===== src/rtl/bcd_mod_counter_if.sv =====
// Control and data bundle for bcd_mod_counter: count/load strobes in,
// BCD digits and wrap/error pulses out.
interface bcd_mod_counter_if;
  logic       en;
  logic       up_dn;
  logic       load;
  logic [3:0] load_d1;
  logic [3:0] load_d0;
  logic [3:0] digit1;
  logic [3:0] digit0;
  logic       carry_out;
  logic       borrow_out;
  logic       load_err;

  modport master (
    output en, up_dn, load, load_d1, load_d0,
    input  digit1, digit0, carry_out, borrow_out, load_err
  );

  modport slave (
    input  en, up_dn, load, load_d1, load_d0,
    output digit1, digit0, carry_out, borrow_out, load_err
  );
endinterface


===== src/rtl/bcd_mod_counter.sv =====
// Two-digit BCD modulo counter (MIN_VAL..MAX_VAL) with up/down stepping,
// validated preset load and registered carry/borrow/load_err pulses.
module bcd_mod_counter #(
  parameter int MIN_VAL = 0,
  parameter int MAX_VAL = 23
) (
  input  logic               clk,
  input  logic               reset,
  bcd_mod_counter_if.slave   bus
);

  if (MIN_VAL < 0 || MAX_VAL > 99 || MIN_VAL >= MAX_VAL) begin : g_bad_params
    $fatal(1, "bcd_mod_counter: need 0 <= MIN_VAL < MAX_VAL <= 99");
  end

  localparam logic [6:0] MIN_V  = 7'(MIN_VAL);
  localparam logic [6:0] MAX_V  = 7'(MAX_VAL);
  localparam logic [3:0] MIN_D1 = 4'(MIN_VAL / 10);
  localparam logic [3:0] MIN_D0 = 4'(MIN_VAL % 10);

  logic [6:0] count_q, count_d;
  logic [3:0] digit1_q, digit1_d;
  logic [3:0] digit0_q, digit0_d;
  logic       carry_q, carry_d;
  logic       borrow_q, borrow_d;
  logic       load_err_q, load_err_d;

  logic [6:0] preset;
  logic       above_min;
  logic       preset_ok;

  // Preset may overflow 7 bits for non-BCD nibbles, but the nibble checks
  // reject those cases before the value is ever used.
  assign preset = 7'(bus.load_d1) * 7'd10 + 7'(bus.load_d0);

  if (MIN_VAL == 0) begin : g_min_zero
    assign above_min = 1'b1;
  end else begin : g_min_nonzero
    assign above_min = (preset >= MIN_V);
  end

  assign preset_ok = (bus.load_d1 <= 4'd9) && (bus.load_d0 <= 4'd9) &&
                     above_min && (preset <= MAX_V);

  always_comb begin
    count_d    = count_q;
    carry_d    = 1'b0;
    borrow_d   = 1'b0;
    load_err_d = 1'b0;
    if (bus.load) begin
      if (preset_ok) count_d = preset;
      else           load_err_d = 1'b1;
    end else if (bus.en) begin
      if (bus.up_dn) begin
        if (count_q == MAX_V) begin
          count_d = MIN_V;
          carry_d = 1'b1;
        end else begin
          count_d = count_q + 7'd1;
        end
      end else begin
        if (count_q == MIN_V) begin
          count_d  = MAX_V;
          borrow_d = 1'b1;
        end else begin
          count_d = count_q - 7'd1;
        end
      end
    end
    digit1_d = 4'(count_d / 7'd10);
    digit0_d = 4'(count_d % 7'd10);
  end

  always_ff @(posedge clk or negedge reset) begin
    if (!reset) begin
      count_q    <= MIN_V;
      digit1_q   <= MIN_D1;
      digit0_q   <= MIN_D0;
      carry_q    <= 1'b0;
      borrow_q   <= 1'b0;
      load_err_q <= 1'b0;
    end else begin
      count_q    <= count_d;
      digit1_q   <= digit1_d;
      digit0_q   <= digit0_d;
      carry_q    <= carry_d;
      borrow_q   <= borrow_d;
      load_err_q <= load_err_d;
    end
  end

  assign bus.digit1     = digit1_q;
  assign bus.digit0     = digit0_q;
  assign bus.carry_out  = carry_q;
  assign bus.borrow_out = borrow_q;
  assign bus.load_err   = load_err_q;

endmodule


===== src/flat_wrapper.sv =====
// flat-port wrapper written by rule: the top's interface ports become plain ports
module bcd_mod_counter_flat 
#(
  parameter int MIN_VAL = 0,
  parameter int MAX_VAL = 23
)
  (clk, reset, bus_en, bus_up_dn, bus_load, bus_load_d1, bus_load_d0, bus_digit1, bus_digit0, bus_carry_out, bus_borrow_out, bus_load_err);
  bcd_mod_counter_if bus_i ();
  input  logic clk;
  input  logic reset;
  input wire logic [$bits(bus_i.en)-1:0] bus_en;
  input wire logic [$bits(bus_i.up_dn)-1:0] bus_up_dn;
  input wire logic [$bits(bus_i.load)-1:0] bus_load;
  input wire logic [$bits(bus_i.load_d1)-1:0] bus_load_d1;
  input wire logic [$bits(bus_i.load_d0)-1:0] bus_load_d0;
  output wire logic [$bits(bus_i.digit1)-1:0] bus_digit1;
  output wire logic [$bits(bus_i.digit0)-1:0] bus_digit0;
  output wire logic [$bits(bus_i.carry_out)-1:0] bus_carry_out;
  output wire logic [$bits(bus_i.borrow_out)-1:0] bus_borrow_out;
  output wire logic [$bits(bus_i.load_err)-1:0] bus_load_err;
  assign bus_i.en = bus_en;
  assign bus_i.up_dn = bus_up_dn;
  assign bus_i.load = bus_load;
  assign bus_i.load_d1 = bus_load_d1;
  assign bus_i.load_d0 = bus_load_d0;
  assign bus_digit1 = bus_i.digit1;
  assign bus_digit0 = bus_i.digit0;
  assign bus_carry_out = bus_i.carry_out;
  assign bus_borrow_out = bus_i.borrow_out;
  assign bus_load_err = bus_i.load_err;
  bcd_mod_counter #(.MIN_VAL(MIN_VAL), .MAX_VAL(MAX_VAL)) u_core (.clk(clk), .reset(reset), .bus(bus_i));
endmodule

===== config.mk =====
export PLATFORM = sky130hd
export DESIGN_NAME = bcd_mod_counter_flat
export DESIGN_NICKNAME = d
export VERILOG_FILES = /design/src/rtl/bcd_mod_counter_if.sv /design/src/rtl/bcd_mod_counter.sv /design/src/flat_wrapper.sv
export SDC_FILE = /design/constraint.sdc
export NUM_CORES = 1
export LEC_CHECK = 0
export CORE_MARGIN = 4
export CORE_UTILIZATION = 41
export DETAILED_ROUTE_END_ITERATION = 12
export SYNTH_ARGS = -nofsm -noshare
export SYNTH_HDL_FRONTEND = slang
export SYNTH_SLANG_ARGS = --single-unit

===== constraint.sdc =====
create_clock -name clk -period 15.95 [get_ports clk]
set_input_delay 4.785 -clock clk [delete_from_list [all_inputs] [get_ports clk]]
set_output_delay 4.785 -clock clk [all_outputs]
set_load 0.005 [all_outputs]

==> flow_summary.yaml, run 1 <==
setup_path:
  setup.worst_path.start_class: "input port"
  path_class: "in2reg"
  crit_fanout: 10
  crit_path_end_kind: "register"
  ff2ff_path_depth: 20
  crit_required_ps: 16110
  cp.arrival_ps: 10600
clock_network:
  clkLatencyLatePin_ps: 250
  cts_root_buf: "clkbuf_8"
  clk_path_buf_depth: 2
  cts.clk_slew.worst_paths_ps: 60
  cts_tree: "yes"
  cts_hold_buf: 0
  cts_setup_buffers: 0
  htreeDepth: 1
  cts_resized: 0
  clock-sinks: 17
  numCtsBuffers: 3
logic_synthesis:
  ys_ff_latch: 17
  synth_area_leader_cell: "dfrtp_1"
  async_flop_share: 1.00
  synth_cells: 215
  synth-seq-area-share: 0.234
  synth_warnings: 0
  netlist_area_um2: 1820
  yosysTopAreaCellShare: 0.234
  synth_edf_count: 0
  synth_area_leaders: "dfrtp_1 23%, ha_1 8.9%, inv_1 4.1%"
  synth.net_count: 243
  ys.flop_type: "dfrtp_1"
  avgSynthCellArea_um2: 8.47
  synth.distinct_cells: 65
die:
  die_y_um: 74.7
  core.rowCount: 23
  die_x_um: 74.7
  die_area_um2: 5570
  initial_utilization: 0.440
  ioPinCount: 24
  coreArea_um2: 4140
timing:
  period_minus_slack_ps: 10430
  rsz0062_at_grt: "false"
  hold_viol: 0
  fmax_ghz: 0.0958
  worst_pin_slew_ps: 716
  setup_viol: 0
  final.setup.tns_ps: 0
  maxSlewViolCount: 0
  slew-limit-headroom: 0.521
  finalCritPeriodShare: 0.654
  fin_worst_skew_ps: 4.40
global_route:
  antenna_found_initial: 0
  grt_max_degree: 18
  globalRouteOverflowTotal: 0
  grt_pass1_vias: 1498
  grt_usage: 0.158
  grt_pass1_wl_um: 7050
place:
  dpl-instance-area_um2: 2050
  port_buffers: 23
  dp.cells: 278
  place_congestion: 0.852
  dp_hpwl_um: 3210
drt:
  antenna_left: 0
  drt_iter0_drc: 159
  wl_um: 4000
  first_pass_iters: 4
  drc: 0
  via_per_inst: 5.77
  num_vias: 1627
  wl_per_cell_um: 14.2
worst_hold_path:
  whs_path_depth: 3
  hold_class: "reg2reg"
cells_and_area:
  layout.nets: 261
  layout-drive-gt1-share: 0.0862
  layout.cells.non_filler: 282
  fillers: 411
  area_growth_pct: 15.0
  final_cell_area_um2: 2100
  utilization: 0.506
  diodes: 0
pwr:
  power_density_nw_per_um2: 191
  fin_total_pwr_uw: 400
  leakagePower_nw: 0.855
  peakVddDrop_mv: 0.0911
flow_run:
  drv_cap: 0
outcome:
  status: "completed"
-- critical path: stages --
cell and delay, ps:
clkdlybuf4s50_1 480, ha_1 320, ha_1 190, inv_1 60, fa_1 410, and4b_1 250, and4b_1 190, a211o_1 270
a32oi_1 210, a311oi_2 570, a21oi_1 90, ha_1 320, a311oi_1 230, o32ai_1 100, a31oi_1 260, inv_1 110
ha_1 210, nand3_1 70, nand2_1 70, a31oi_2 380, mux2i_1 450, o221ai_1 250, a221oi_2 300
-- placed cells by master, fill, tap and decap left out, drive strengths merged, types with 5 or more instances in the layout --
| master | count |
|---|---|
| a211oi | 7 |
| and2 | 6 |
| inv | 21 |
| nand3 | 8 |
| nor2 | 13 |
| clkdlybuf4s50 | 23 |
| o21ai | 12 |
| nand2 | 15 |
| o21a | 5 |
| ha | 13 |
| dfrtp | 17 |
| a21oi | 13 |
-- metrics by stage --
step	setup slack, ps	hold WS [ps]
after detailed placement	5340	751
after global placement	5460	770
final	5520	797
after floorplan	5870	646
after CTS	5580	762
after global routing	4970	800
-- metal layers --
layer	wire length (um)	up-vias	track usage
met5	0	-	0
li1	-	833	-
met2	1740	41	0.235
met1	2040	744	0.241
met3	156	9	0.0240
met4	62	0	0.0356
-- worst paths after layout --
path	slack [ps]	to	start
min	800	u_core.bus.carry_out$_DFF_PN0_	u_core.count_q[5]$_DFF_PN0_
min in group asynchronous	4960	u_core.bus.digit0[2]$_DFF_PN0_	reset
max reg2reg	10780	u_core.bus.digit0[2]$_DFF_PN0_	u_core.count_q[0]$_DFF_PN0_
max in group asynchronous	10530	u_core.bus.digit1[3]$_DFF_PN0_	reset
min reg2reg	800	u_core.bus.carry_out$_DFF_PN0_	u_core.count_q[5]$_DFF_PN0_
max	5520	u_core.bus.digit0[2]$_DFF_PN0_	bus_load_d1[1]
-- sequential cells by signal (all words and copies together), names as in the netlist --
signal	cells
u_core.bus.load_err	1
u_core.count_q	7
u_core.bus.carry_out	1
u_core.bus.digit0	3
u_core.bus.borrow_out	1
u_core.bus.digit1	4
-- cell type report --
class | count | area, um^2 | share of cell area
multi-input cells | 166 | 1240 | 0.594
repair buffers | 23 | 230 | 0.110
inverters | 22 | 87.6 | 0.0418
well taps | 50 | 62.6 | 0.0299
flip-flops and latches | 17 | 425 | 0.203
clock buffers | 4 | 45.0 | 0.0215
-- synthesized netlist by cell type, types with 3 or more instances --
cell type	number
dfrtp_1	17
inv_1	20
ha_1	13
o21a_1	4
a21oi_1	13
nor2_1	13
a211oi_1	7
buf_2	4
nand3_1	8
a21o_1	4
nand2_1	15
xnor2_1	4
nor3_1	4
o211ai_1	3
nand3b_1	4
nand2b_1	4
and2_1	5
o21ai_0	9
o21ai_1	3
-- power breakdown --
part           internal, mW  leakage (nW)  switching (mW)  total [mW]
clock                0.0177        0.0228          0.0129      0.0306
sequential           0.0609         0.207          0.0202      0.0810
combinational         0.133         0.625           0.156       0.289
total                 0.211         0.855           0.189       0.400
-- logic make-up after synthesis --
family / share of synthesized area
xor gates and xnor gates: 0.0288
adders and majority gates: 0.111
muxes: 0.0117
DFF: 0.234
AOI/OAI and AO/OA: 0.321
buffers and inverters: 0.0831
and+or+nand+nor: 0.211
(Power assumes the default switching activity.)
==> run 2, diff against run 1 <==
clock period = 8.98 ns   (was 15.95 ns; I/O delays follow)
==> flow_summary.yaml, run 2 (synthesized netlist as in run 1, its figures left out) <==
outcome:
  status: "completed"
drt:
  first_pass_iters: 4
  drc: 0
  via_per_inst: 5.73
  wl_um: 4050
  num_vias: 1622
  drt_iter0_drc: 98
  antenna_left: 0
  wl_per_cell_um: 14.3
pwr:
  power_switching_uw: 340
  clockPowerShare: 0.079
  switching_share: 0.475
  peakVddDrop_mv: 0.194
  seqPwrFrac: 0.199
  leakagePower_nw: 0.862
  share_comb_of_total_power: 0.722
  p_int_uw: 376
  power_density_nw_per_um2: 340
die:
  core.rowCount: 23
  initial_utilization: 0.440
  die_x_um: 74.7
  die_y_um: 74.7
  die_area_um2: 5570
  ioPinCount: 24
  coreArea_um2: 4140
clock_network:
  cts_hold_buf: 0
  clkLatencyLatePin_ps: 250
  cts_setup_buffers: 0
  cts.clk_slew.worst_paths_ps: 70
  numCtsBuffers: 3
  clock-sinks: 17
  clk_path_buf_depth: 2
  cts_resized: 0
  cts_tree: "yes"
  cts_root_buf: "clkbuf_8"
  htreeDepth: 1
setup_path:
  crit_required_ps: 9140
  setup.worst_path.start_class: "input port"
  crit_path_end_kind: "register"
  cp.arrival_ps: 8510
  crit_fanout: 10
  path_class: "in2reg"
cells_and_area:
  layout_common_cells: "23 x clkdlybuf4s50_1, 20 x inv_1, 17 x dfrtp_1, 15 x nand2_1"
  diodes: 0
  largest_reg_flops: 7
  utilization: 0.508
  layout-drive-gt1-share: 0.0944
  area_growth_pct: 15.5
  layout.nets: 262
  fillers: 419
  layout.cells.most_common: "clkdlybuf4s50_1"
  largest_register: "u_core.count_q"
global_route:
  antenna_found_initial: 0
  grt_usage: 0.157
  globalRouteOverflowTotal: 0
  grt_pass1_wl_um: 6980
  grt_max_degree: 18
  grt_pass1_vias: 1501
timing:
  finalCritPeriodShare: 0.929
  period_minus_slack_ps: 8350
  slew-limit-headroom: 0.503
  maxSlewViolCount: 0
  worst_pin_slew_ps: 743
  hold_viol: 0
  fmax_ghz: 0.120
  fin_worst_skew_ps: 2.91
  setup_viol: 0
  final.setup.tns_ps: 0
  rsz0062_at_grt: "false"
place:
  place_congestion: 0.908
  port_buffers: 23
  dp_hpwl_um: 3260
flow_run:
  drv_cap: 0
worst_hold_path:
  hold_class: "reg2reg"
-- run 2: worst paths after layout --
kind	start	to	slack (ps)	cells past startpoint
min in group asynchronous	reset	u_core.bus.digit0[3]$_DFF_PN0_	2880	1
max	bus_load_d1[1]	u_core.bus.digit0[2]$_DFF_PN0_	630	26
max in group asynchronous	reset	u_core.count_q[3]$_DFF_PN0_	5630	1
max reg2reg	u_core.count_q[0]$_DFF_PN0_	u_core.bus.digit0[2]$_DFF_PN0_	3810	23
min reg2reg	u_core.count_q[5]$_DFF_PN0_	u_core.bus.carry_out$_DFF_PN0_	780	3
min	u_core.count_q[5]$_DFF_PN0_	u_core.bus.carry_out$_DFF_PN0_	780	3
-- run 2: power by group through the flow --
| stage | registers (mW) | clock network, mW | logic [mW] |
|---|---|---|---|
| after floorplan | 0.124 | 0 | 0.419 |
| after global placement | 0.145 | 0 | 0.514 |
| after detailed placement | 0.144 | 0 | 0.513 |
| after CTS | 0.143 | 0.0585 | 0.517 |
| after global routing | 0.147 | 0.0623 | 0.585 |
| final | 0.143 | 0.0567 | 0.517 |
-- run 2: cell type report --
cell class | instances | area (um^2) | share of cell area
Timing Repair Buffer | 24 | 238 | 0.113
Inverter | 22 | 87.6 | 0.0416
Sequential cell | 17 | 425 | 0.202
Clock buffer | 3 | 41.3 | 0.0196
Clock inverter | 1 | 5.00 | 0.00238
Tap cell | 50 | 62.6 | 0.0297
Multi-Input combinational cell | 166 | 1240 | 0.592
-- run 2: metrics by stage --
stage / instance area [um^2] / cells / power [mW] / setup slack [ps] / hold WS, ps
2_1_floorplan: 1820 / 215 / 0.543 / 991 / 646
3_3_place_gp: 2060 / 279 / 0.659 / 577 / 766
3_5_place_dp: 2060 / 279 / 0.657 / 428 / 761
4_1_cts: 2100 / 283 / 0.718 / 679 / 769
5_1_grt: 2100 / 283 / 0.794 / 116 / 816
6_report: 2100 / 283 / 0.716 / 634 / 783
-- run 2: metal layers --
| layer | global-route usage | part of all wire | up-vias |
|---|---|---|---|
| li1 | - | - | 828 |
| met1 | 0.232 | 0.50 | 747 |
| met2 | 0.252 | 0.45 | 45 |
| met3 | 0.0240 | 0.044 | 2 |
| met4 | 0.0178 | 0.0057 | 0 |
| met5 | 0 | 0 | - |
-- run 2: worst max-delay path: stages --
cell             delay [ps]
clkdlybuf4s50_1         490
ha_1                    330
ha_1                    190
inv_1                    60
fa_1                    410
and4b_1                 240
and4b_1                 190
a211o_1                 270
a32oi_1                 220
a311oi_2                540
a21oi_1                  80
ha_1                    310
a311oi_1                230
o32ai_1                 100
a31oi_1                 280
inv_1                   110
ha_1                    210
nand3_1                  70
nand2_1                  60
a31oi_2                 380
xnor2_1                 220
inv_1                   120
ha_1                    260
a21oi_1                 140
nor2_1                   70
a221oi_2                210
